==> src/rtl/hazard_spike_encoder.sv <==
// ---------------------------------------------------------------------------
// hazard_spike_encoder
//
// Purpose:
//   Turns one 32-cell occupancy frame into a stream of address-event (AER)
//   spikes. Every occupied cell emits one spike per timestep, and there are
//   NUM_STEPS timesteps per frame. Each timestep scans the cells in ascending
//   order, one cell per cycle, and then spends one cycle on a step-end marker.
//   With aer_ready held high, one timestep therefore takes 33 cycles.
//
// Optional feature (macro HAZARD_SPIKE_RATE_EN):
//   Adds an 8-bit spike_rate input and a 16-bit Fibonacci LFSR
//   (taps 16,14,13,11, seed 16'hACE1). An occupied cell fires only when
//   lfsr[7:0] < spike_rate. The LFSR advances once per scanned cell and holds
//   while an event is stalled. Keep spike_rate constant during a frame so that
//   a stalled event stays stable.
//
// Ports:
//   clk          rising-edge clock
//   rst          synchronous active-high reset
//   frame_valid  vec1/vec2 carry a new occupancy frame
//   frame_ready  idle, a frame is accepted this cycle
//   vec1, vec2   cells 0-15 and 16-31
//   aer_valid    spike event presented
//   aer_ready    consumer accepts the event
//   aer_addr     cell index of the event
//   aer_step     timestep of the event
//   step_done    one-cycle pulse at the end of each timestep
//   frame_done   one-cycle pulse at the end of the final timestep
//   busy         frame in progress
//   spike_rate   (HAZARD_SPIKE_RATE_EN only) firing threshold
// ---------------------------------------------------------------------------
module hazard_spike_encoder #(
    parameter int NUM_STEPS = 8,
    parameter int STEP_W    = 3
) (
    input  logic              clk,
    input  logic              rst,
    input  logic              frame_valid,
    output logic              frame_ready,
    input  logic [15:0]       vec1,
    input  logic [15:0]       vec2,
    output logic              aer_valid,
    input  logic              aer_ready,
    output logic [4:0]        aer_addr,
    output logic [STEP_W-1:0] aer_step,
    output logic              step_done,
    output logic              frame_done,
`ifdef HAZARD_SPIKE_RATE_EN
    input  logic [7:0]        spike_rate,
`endif
    output logic              busy
);

    typedef enum logic [1:0] {
        IDLE,
        SCAN,
        STEP_END
    } state_t;

    localparam logic [STEP_W-1:0] LAST_STEP = STEP_W'(NUM_STEPS - 1);

    state_t            state;
    logic [31:0]       occ;
    logic [4:0]        ptr;
    logic [STEP_W-1:0] step;
    logic              fire;
    logic              advance;

`ifdef HAZARD_SPIKE_RATE_EN
    logic [15:0] lfsr;
    logic        lfsr_fb;
`endif

    // Decide whether the cell under the pointer emits an event this cycle.
    // A cell that does not fire is skipped in a single cycle; a firing cell
    // waits for the consumer before the scan moves on.
    always_comb begin
`ifdef HAZARD_SPIKE_RATE_EN
        lfsr_fb = lfsr[15] ^ lfsr[13] ^ lfsr[12] ^ lfsr[10];
        fire    = occ[ptr] && (lfsr[7:0] < spike_rate);
`else
        fire    = occ[ptr];
`endif
        advance = (state == SCAN) && (!fire || aer_ready);
    end

    // Main controller: capture the frame, walk the 32 cells for every
    // timestep, and insert one step-end cycle after each pass. Only this
    // block changes occ, so the frame stays frozen until it is finished.
    always_ff @(posedge clk) begin
        if (rst) begin
            state <= IDLE;
            occ   <= '0;
            ptr   <= '0;
            step  <= '0;
        end else begin
            case (state)
                IDLE: begin
                    if (frame_valid) begin
                        occ   <= {vec2, vec1};
                        ptr   <= '0;
                        step  <= '0;
                        state <= SCAN;
                    end
                end
                SCAN: begin
                    if (advance) begin
                        if (ptr == 5'd31) begin
                            state <= STEP_END;
                        end else begin
                            ptr <= ptr + 5'd1;
                        end
                    end
                end
                STEP_END: begin
                    ptr <= '0;
                    if (step == LAST_STEP) begin
                        state <= IDLE;
                    end else begin
                        step  <= STEP_W'(step + 1'b1);
                        state <= SCAN;
                    end
                end
                default: state <= IDLE;
            endcase
        end
    end

`ifdef HAZARD_SPIKE_RATE_EN
    // The random source steps once for every cell that finishes evaluation,
    // whether it was occupied or not. It holds during a stall so that the
    // firing decision for the stalled cell does not change.
    always_ff @(posedge clk) begin
        if (rst) begin
            lfsr <= 16'hACE1;
        end else if (advance) begin
            lfsr <= {lfsr[14:0], lfsr_fb};
        end
    end
`endif

    // All outputs are decoded from registered state only, so none of them
    // depends combinationally on aer_ready or frame_valid.
    assign frame_ready = (state == IDLE);
    assign busy        = (state != IDLE);
    assign aer_valid   = (state == SCAN) && fire;
    assign aer_addr    = ptr;
    assign aer_step    = step;
    assign step_done   = (state == STEP_END);
    assign frame_done  = (state == STEP_END) && (step == LAST_STEP);

endmodule
==> config.mk <==
export PLATFORM = sky130hd
export DESIGN_NAME = hazard_spike_encoder
export DESIGN_NICKNAME = d
export VERILOG_FILES = /design/src/rtl/hazard_spike_encoder.sv
export SDC_FILE = /design/constraint.sdc
export NUM_CORES = 1
export LEC_CHECK = 0
export CORE_MARGIN = 2
export CORE_UTILIZATION = 44
export CTS_CLUSTER_DIAMETER = 60
export CTS_CLUSTER_SIZE = 12
export DETAILED_ROUTE_END_ITERATION = 6
export GPL_ROUTABILITY_DRIVEN = 0
export PLACE_DENSITY_LB_ADDON = 0.2
export SYNTH_ARGS = -nofsm -noshare
export SYNTH_HDL_FRONTEND = slang
export SYNTH_SLANG_ARGS = --single-unit
export TNS_END_PERCENT = 20
==> constraint.sdc <==
create_clock -name clk -period 2.46 [get_ports clk]
set_clock_uncertainty 0.05 [all_clocks]
set_input_delay 0.738 -clock clk [delete_from_list [all_inputs] [get_ports clk]]
set_output_delay 0.738 -clock clk [all_outputs]
set_load 0.02 [all_outputs]
==> results of run 1 <==
==> per-stage QoR <==
stage | instances | TNS, ps | utilization (%) | hold WS [ps] | power [mW]
floorplan | 238 | -266 | - | 382 | 0.854
global placement | 342 | -528 | 61.0 | 388 | 0.961
detailed placement | 342 | -543 | 61.0 | 397 | 0.965
CTS | 350 | -379 | 63.8 | 408 | 1.53
global route | 350 | -559 | 63.9 | 421 | 1.58
finish | 350 | -366 | 63.9 | 405 | 1.51
==> per-layer routing <==
layer / track usage, % / wire length, µm / up-vias
met5: 0 / 0 / -
met4: 7.13 / 44 / 0
met3: 4.78 / 157 / 5
met2: 31.0 / 2110 / 31
met1: 26.3 / 2200 / 805
li1: - / - / 926
==> flip-flops by register name (all words and copies together) (netlist names) <==
signal and count:
aer_addr 5, occ 32, state 2, aer_step 3
==> synthesized netlist by cell type <==
cell       n
nand4b_1   2
nor2_1    12
a21oi_1   36
a221oi_2   2
buf_12     1
nand3_1    1
mux2_4     1
inv_1      5
mux2i_1   14
mux4_2     3
clkbuf_1  14
nor3_1     1
a21oi_2    3
nor3b_1    1
ha_1       4
mux4_1     2
o31ai_1    1
and2_1     2
nor2b_1    3
nand2b_1   5
buf_6      1
dfxtp_1   42
nand2_1   73
a311oi_1   2
a41o_1     1
nand2_2    1
and3_1     2
a221oi_1   1
o21ai_0    1
a31o_1     1
==> what timing repair did <==
| item | in CTS | in global routing |
|---|---|---|
| pin swaps | 1 | 0 |
| gates resized for setup | 8 | 2 |
| setup endpoints to repair | 2 | 7 |
| setup buffers | 0 | 0 |
| hold buffers | 0 | 0 |
==> power by group <==
| group | switching (mW) | internal (mW) |
|---|---|---|
| clock network | 0.234 | 0.331 |
| registers | 0.0175 | 0.710 |
| logic | 0.102 | 0.120 |
==> logic make-up (layout without fill, tap and decap cells) <==
family / after synthesis / count (layout)
buf+inv: 21 / 81
compound gates: 48 / 48
fa+ha+maj: 4 / 4
simple gates: 103 / 103
flops: 42 / 42
mux: 20 / 20
==> worst max-delay path, stage by stage, from the launching register on <==
cell and delay [ps]:
dfxtp_4 400, buf_4 160, mux4_1 570, mux2i_2 240, a221oi_4 100, inv_2 80
a221oi_4 30, buf_6 140
==> worst paths after layout <==
path,startpoint,end,slack [ps],cells past startpoint
max reg2reg,aer_addr[1],aer_addr[0],40,7
min reg2reg,occ[5],occ[5],400,2
min,occ[5],occ[5],400,2
max,aer_addr[1],aer_valid,-370,7
==> cell type report <==
class | instances | area share (%)
clock inverters | 1 | 1.08
multi-input cells | 175 | 39.3
clock buffers | 7 | 3.10
flip-flops and latches | 42 | 30.4
well taps | 52 | 2.34
repair buffers | 68 | 23.2
inverters | 5 | 0.674
==> results.ini, run 1 <==
[sta]
post-route-period-util_pct = 115
period_needed_ps = 2830
rsz0062_at_grt = yes
max_freq_mhz = 354
hold_violations = 0
max_slew_margin_pct = 76.5
fin_ws_ps = -366
setup_viol = 1
maxSlewViolCount = 0
worst_pin_slew_ps = 352

[floorplan]
pin_count = 49
dieArea_mm2 = 0.00510
die_x_um = 71.4
core-area_mm2 = 0.00435
initial_core_util_pct = 45.9
rows = 24
die_h_um = 71.4

[cts]
clockBufferDepth = 2
h-tree-depth = 2
cts_sinks = 42
clk_latency_ps = 300
clk_pin_slew_ps = 80
cts-buffers-inserted = 5
cts-root-buf = clkbuf_8
cts_tree = yes

[power]
p_per_area_mw_per_mm2 = 544
irDropWorstVdd_mv = 0.442
p_leak_nw = 1.08

[worst_setup_path]
start_kind = flop
path_max_fanout = 6
cp-end-kind = output pin
worstPathArrival_ps = 2040
crit_required_ps = 1670
path_class = reg2out

[grt]
grt_pass1_wl_um = 7940
gr-total-overflow = 0
antenna_found_initial = 0
grt_max_degree = 33
grt_pass1_vias = 1720
grtUsageTotal_pct = 19.7

[outcome]
status = finished with violations
violations = setup timing

[logic_synthesis]
avgSynthCellArea_um2 = 8.40
synth_xor_area_share_pct = 0
syn_nets = 278
ys_seq_area_share_pct = 42.1
yosys.area.top_type_share_pct = 42.1
synthAdderAreaFrac_pct = 2.50
postSynthCellCount = 238
synth_top_family_by_area = simple AND/OR/NAND/NOR gates
synth_compound_area_share_pct = 14.7
ys_seq_elements = 42
yosys_warnings = 0
yosys.area_share.simple_pct = 21.8
synth_area_mm2 = 0.00200
synth.largest_area_cell = dfxtp_1
synthMuxAreaShare_pct = 13.8
synth_area_leaders = dfxtp_1, nand2_1, a21oi_1
synth_cell_types = 30

[cells_and_area]
seq_area_um2 = 845
fill_cells = 410
final_cell_mix = nand2_1, clkdlybuf4s50_1, dfxtp_1, a21oi_1, buf_4
multiInputGateArea_mm2 = 0.00109
nets = 337
layout_commonest_cell = nand2_1
diodes = 0
fin_area_mm2 = 0.00278
area_growth_pct = 39.3
drive_gt1_share_pct = 14.8

[placed_design]
io_buffer_count = 48
place_hpwl_um = 3270
placed_cell_area_mm2 = 0.00266
pre_cts_slack_ps = -543

[detailed_routing]
drt-total-wl_um = 4510
drc = 0
drtIter0Drc = 124
via_per_inst = 5.05
num_vias = 1767
wl_per_cell_um = 12.9
drt-pass1-iter-count = 4
final_antenna_net_count = 0

[worst_hold_path]
holdCritPathClass = reg2reg

[flow_run]
maxCapViolations = 0

Note: power is estimated with default switching activity, not from simulation.
==> run 2: changes to the inputs <==
--- a/config.mk
+++ b/config.mk
@@ -5,13 +5,14 @@
 export SDC_FILE = /design/constraint.sdc
 export NUM_CORES = 1
 export LEC_CHECK = 0
-export CORE_MARGIN = 2
 export CORE_UTILIZATION = 44
 export CTS_CLUSTER_DIAMETER = 60
 export CTS_CLUSTER_SIZE = 12
 export DETAILED_ROUTE_END_ITERATION = 6
 export GPL_ROUTABILITY_DRIVEN = 0
+export GPL_TIMING_DRIVEN = 0
 export PLACE_DENSITY_LB_ADDON = 0.2
+export RECOVER_POWER = 25
 export SYNTH_ARGS = -nofsm -noshare
 export SYNTH_HDL_FRONTEND = slang
 export SYNTH_SLANG_ARGS = --single-unit
==> results.ini, run 2 (synthesis gave the netlist of run 1 again) <==
[worst_setup_path]
critPathSlowestCell = mux4_2
path_max_fanout = 5  ; -1
start_kind = flop
crit_buf_inv = 3  ; unchanged
critPathMaxStageDelay_ps = 500  ; -70 ps
path_class = reg2out
crit_path_cell_trace = buf_12, mux2i_1, mux4_2, a221oi_4, inv_2, a221oi_4, buf_6
worstPathArrival_ps = 2170  ; +130 ps
cp-end-kind = output pin
crit_required_ps = 1670  ; about the same
cp_common_cell = a221oi_4
crit_family = multiplexers

[cells_and_area]
regMostFlops = occ
diodes = 0  ; unchanged
layout_commonest_cell = nand2_1
area_growth_pct = 37.5
final_cell_mix = nand2_1, dfxtp_1, clkdlybuf4s50_1, a21oi_1, mux2i_1
final_util_pct = 63.1  ; -0.80 points
nets = 338  ; +0.30%
largest_reg_flops = 32  ; unchanged
drive_gt1_share_pct = 12.0  ; -2.7 points

[cts]
cts_sinks = 42  ; unchanged
cts-root-buf = clkbuf_8
cts_hold_buf = 0  ; unchanged
clockBufferDepth = 2  ; unchanged
cts_tree = yes
h-tree-depth = 2  ; unchanged
clk_pin_slew_ps = 80  ; about the same
cts-buffers-inserted = 5  ; unchanged
clk_latency_ps = 290  ; about the same

[power]
p_int_mw = 1.05  ; -9.2%
irDropWorstVdd_mv = 0.282  ; -36%
p_sw_share_pct = 25.4  ; +2.1 points
p_per_area_mw_per_mm2 = 514  ; -5.5%
p_leak_nw = 1.04  ; -3.6%
seqPwrFrac_pct = 51.4  ; +3.3 points
combPwrFrac_pct = 15.5  ; +0.9 points
power.total_mw = 1.41  ; -6.7%
pwr-share-clk_pct = 33.1  ; -4.2 points
netSwitchingPower_mw = 0.359  ; +1.5%

[detailed_routing]
drtIter0Drc = 154  ; +24%
num_vias = 1848  ; +4.6%
drt-total-wl_um = 4730  ; +4.8%
via_per_inst = 5.26  ; +4.3%
drc = 0  ; unchanged
final_antenna_net_count = 0  ; unchanged
wl_per_cell_um = 13.5  ; +4.5%
drt-pass1-iter-count = 4  ; unchanged

[sta]
rsz0062_at_grt = yes
setup_tns_ps = -499  ; -134 ps
worst_pin_slew_ps = 499  ; +147 ps
period_needed_ps = 2960  ; +134 ps
hold_violations = 0  ; unchanged
post-route-period-util_pct = 120  ; +5.4 points
setup_viol = 1  ; unchanged
maxSlewViolCount = 0  ; unchanged
max_slew_margin_pct = 66.8  ; -9.7 points
max_freq_mhz = 338  ; -4.5%
fin_ws_ps = -499  ; -134 ps

[outcome]
status = finished with violations
violations = setup timing

[grt]
grtUsageTotal_pct = 21.0  ; +1.3 points
grt_pass1_vias = 1768  ; +2.8%
grt_pass1_wl_um = 8070  ; +1.6%
antenna_found_initial = 0  ; unchanged
gr-total-overflow = 0  ; unchanged
grt_max_degree = 14  ; -58%

[floorplan]
die_h_um = 69.4  ; -2.8%
dieArea_mm2 = 0.00481  ; -5.5%
die_x_um = 69.4  ; -2.8%
pin_count = 49  ; unchanged
core-area_mm2 = 0.00435  ; unchanged
rows = 24  ; unchanged
initial_core_util_pct = 45.9  ; unchanged

[placed_design]
io_buffer_count = 48  ; unchanged
place_hpwl_um = 3280  ; +0.17%

[worst_hold_path]
holdCritPathClass = reg2reg

[flow_run]
maxCapViolations = 0  ; unchanged

[run 2: cell types whose count changed in the layout (fill, tap and decap cells not counted), sizes merged]
cell,previous run,this run
inv,5,6
bufinv,1,0
clkdlybuf4s50,45,39
dlygate4sd3,0,7
clkbuf,7,20
dlymetal6s2s,1,0
buf,21,9
[run 2: area by class of cell]
class,instances,area (µm²)
clock inverters,1,8.76
repair buffers,55,546
flip-flops and latches,42,846
well taps,52,65.1
inverters,5,18.8
clock buffers,7,86.3
multi-input cells,175,1100
fillers,380,1610
plain buffers,14,77.6
[run 2: final timing paths]
path	from	to	slack, ps	cells after the start
min	occ[4]	occ[4]	410	2
min reg2reg	occ[4]	occ[4]	410	2
max reg2reg	aer_addr[0]	aer_addr[0]	30	7
max	aer_addr[1]	aer_valid	-500	7
[run 2: timing repair]
item / 4_1_cts / 5_1_grt
pin swaps: 1 / 0
gates resized for setup: 14 / 3
setup buffers: 7 / 0
setup endpoints to repair: 10 / 8
[run 2: worst register-to-register path: stages, from the launching register on]
cell      delay, ps
dfxtp_1         370
clkbuf_4        220
mux4_1          610
mux2i_2         250
a221oi_4        110
buf_4           160
a21oi_4         230
mux2_4          320
[run 2: power groups by stage]
stage                     clock [mW]  sequential (mW)  combinational [mW]
final                          0.468            0.726               0.219
after global routing           0.505            0.730               0.241
after CTS                      0.472            0.725               0.219
after detailed placement           0            0.741               0.210
after global placement             0            0.740               0.206
after floorplan                    0            0.739               0.115
[run 2: through the flow]
stage               area, µm²  instances  setup slack, ps  hold WS (ps)
floorplan                2030        238             -266           382
finish                   2750        351             -499           406
global route             2750        351             -567           424
global placement         2580        338             -876           389
CTS                      2740        351             -490           408
detailed placement       2580        338             -880           396
[run 2: per-layer routing]
metal	vias to the layer above	part of all wire [%]	track usage, %
met5	-	0	0
met4	0	1.2	6.35
met3	8	3.5	4.22
met2	48	48	34.4
met1	865	47	27.8
li1	927	-	-
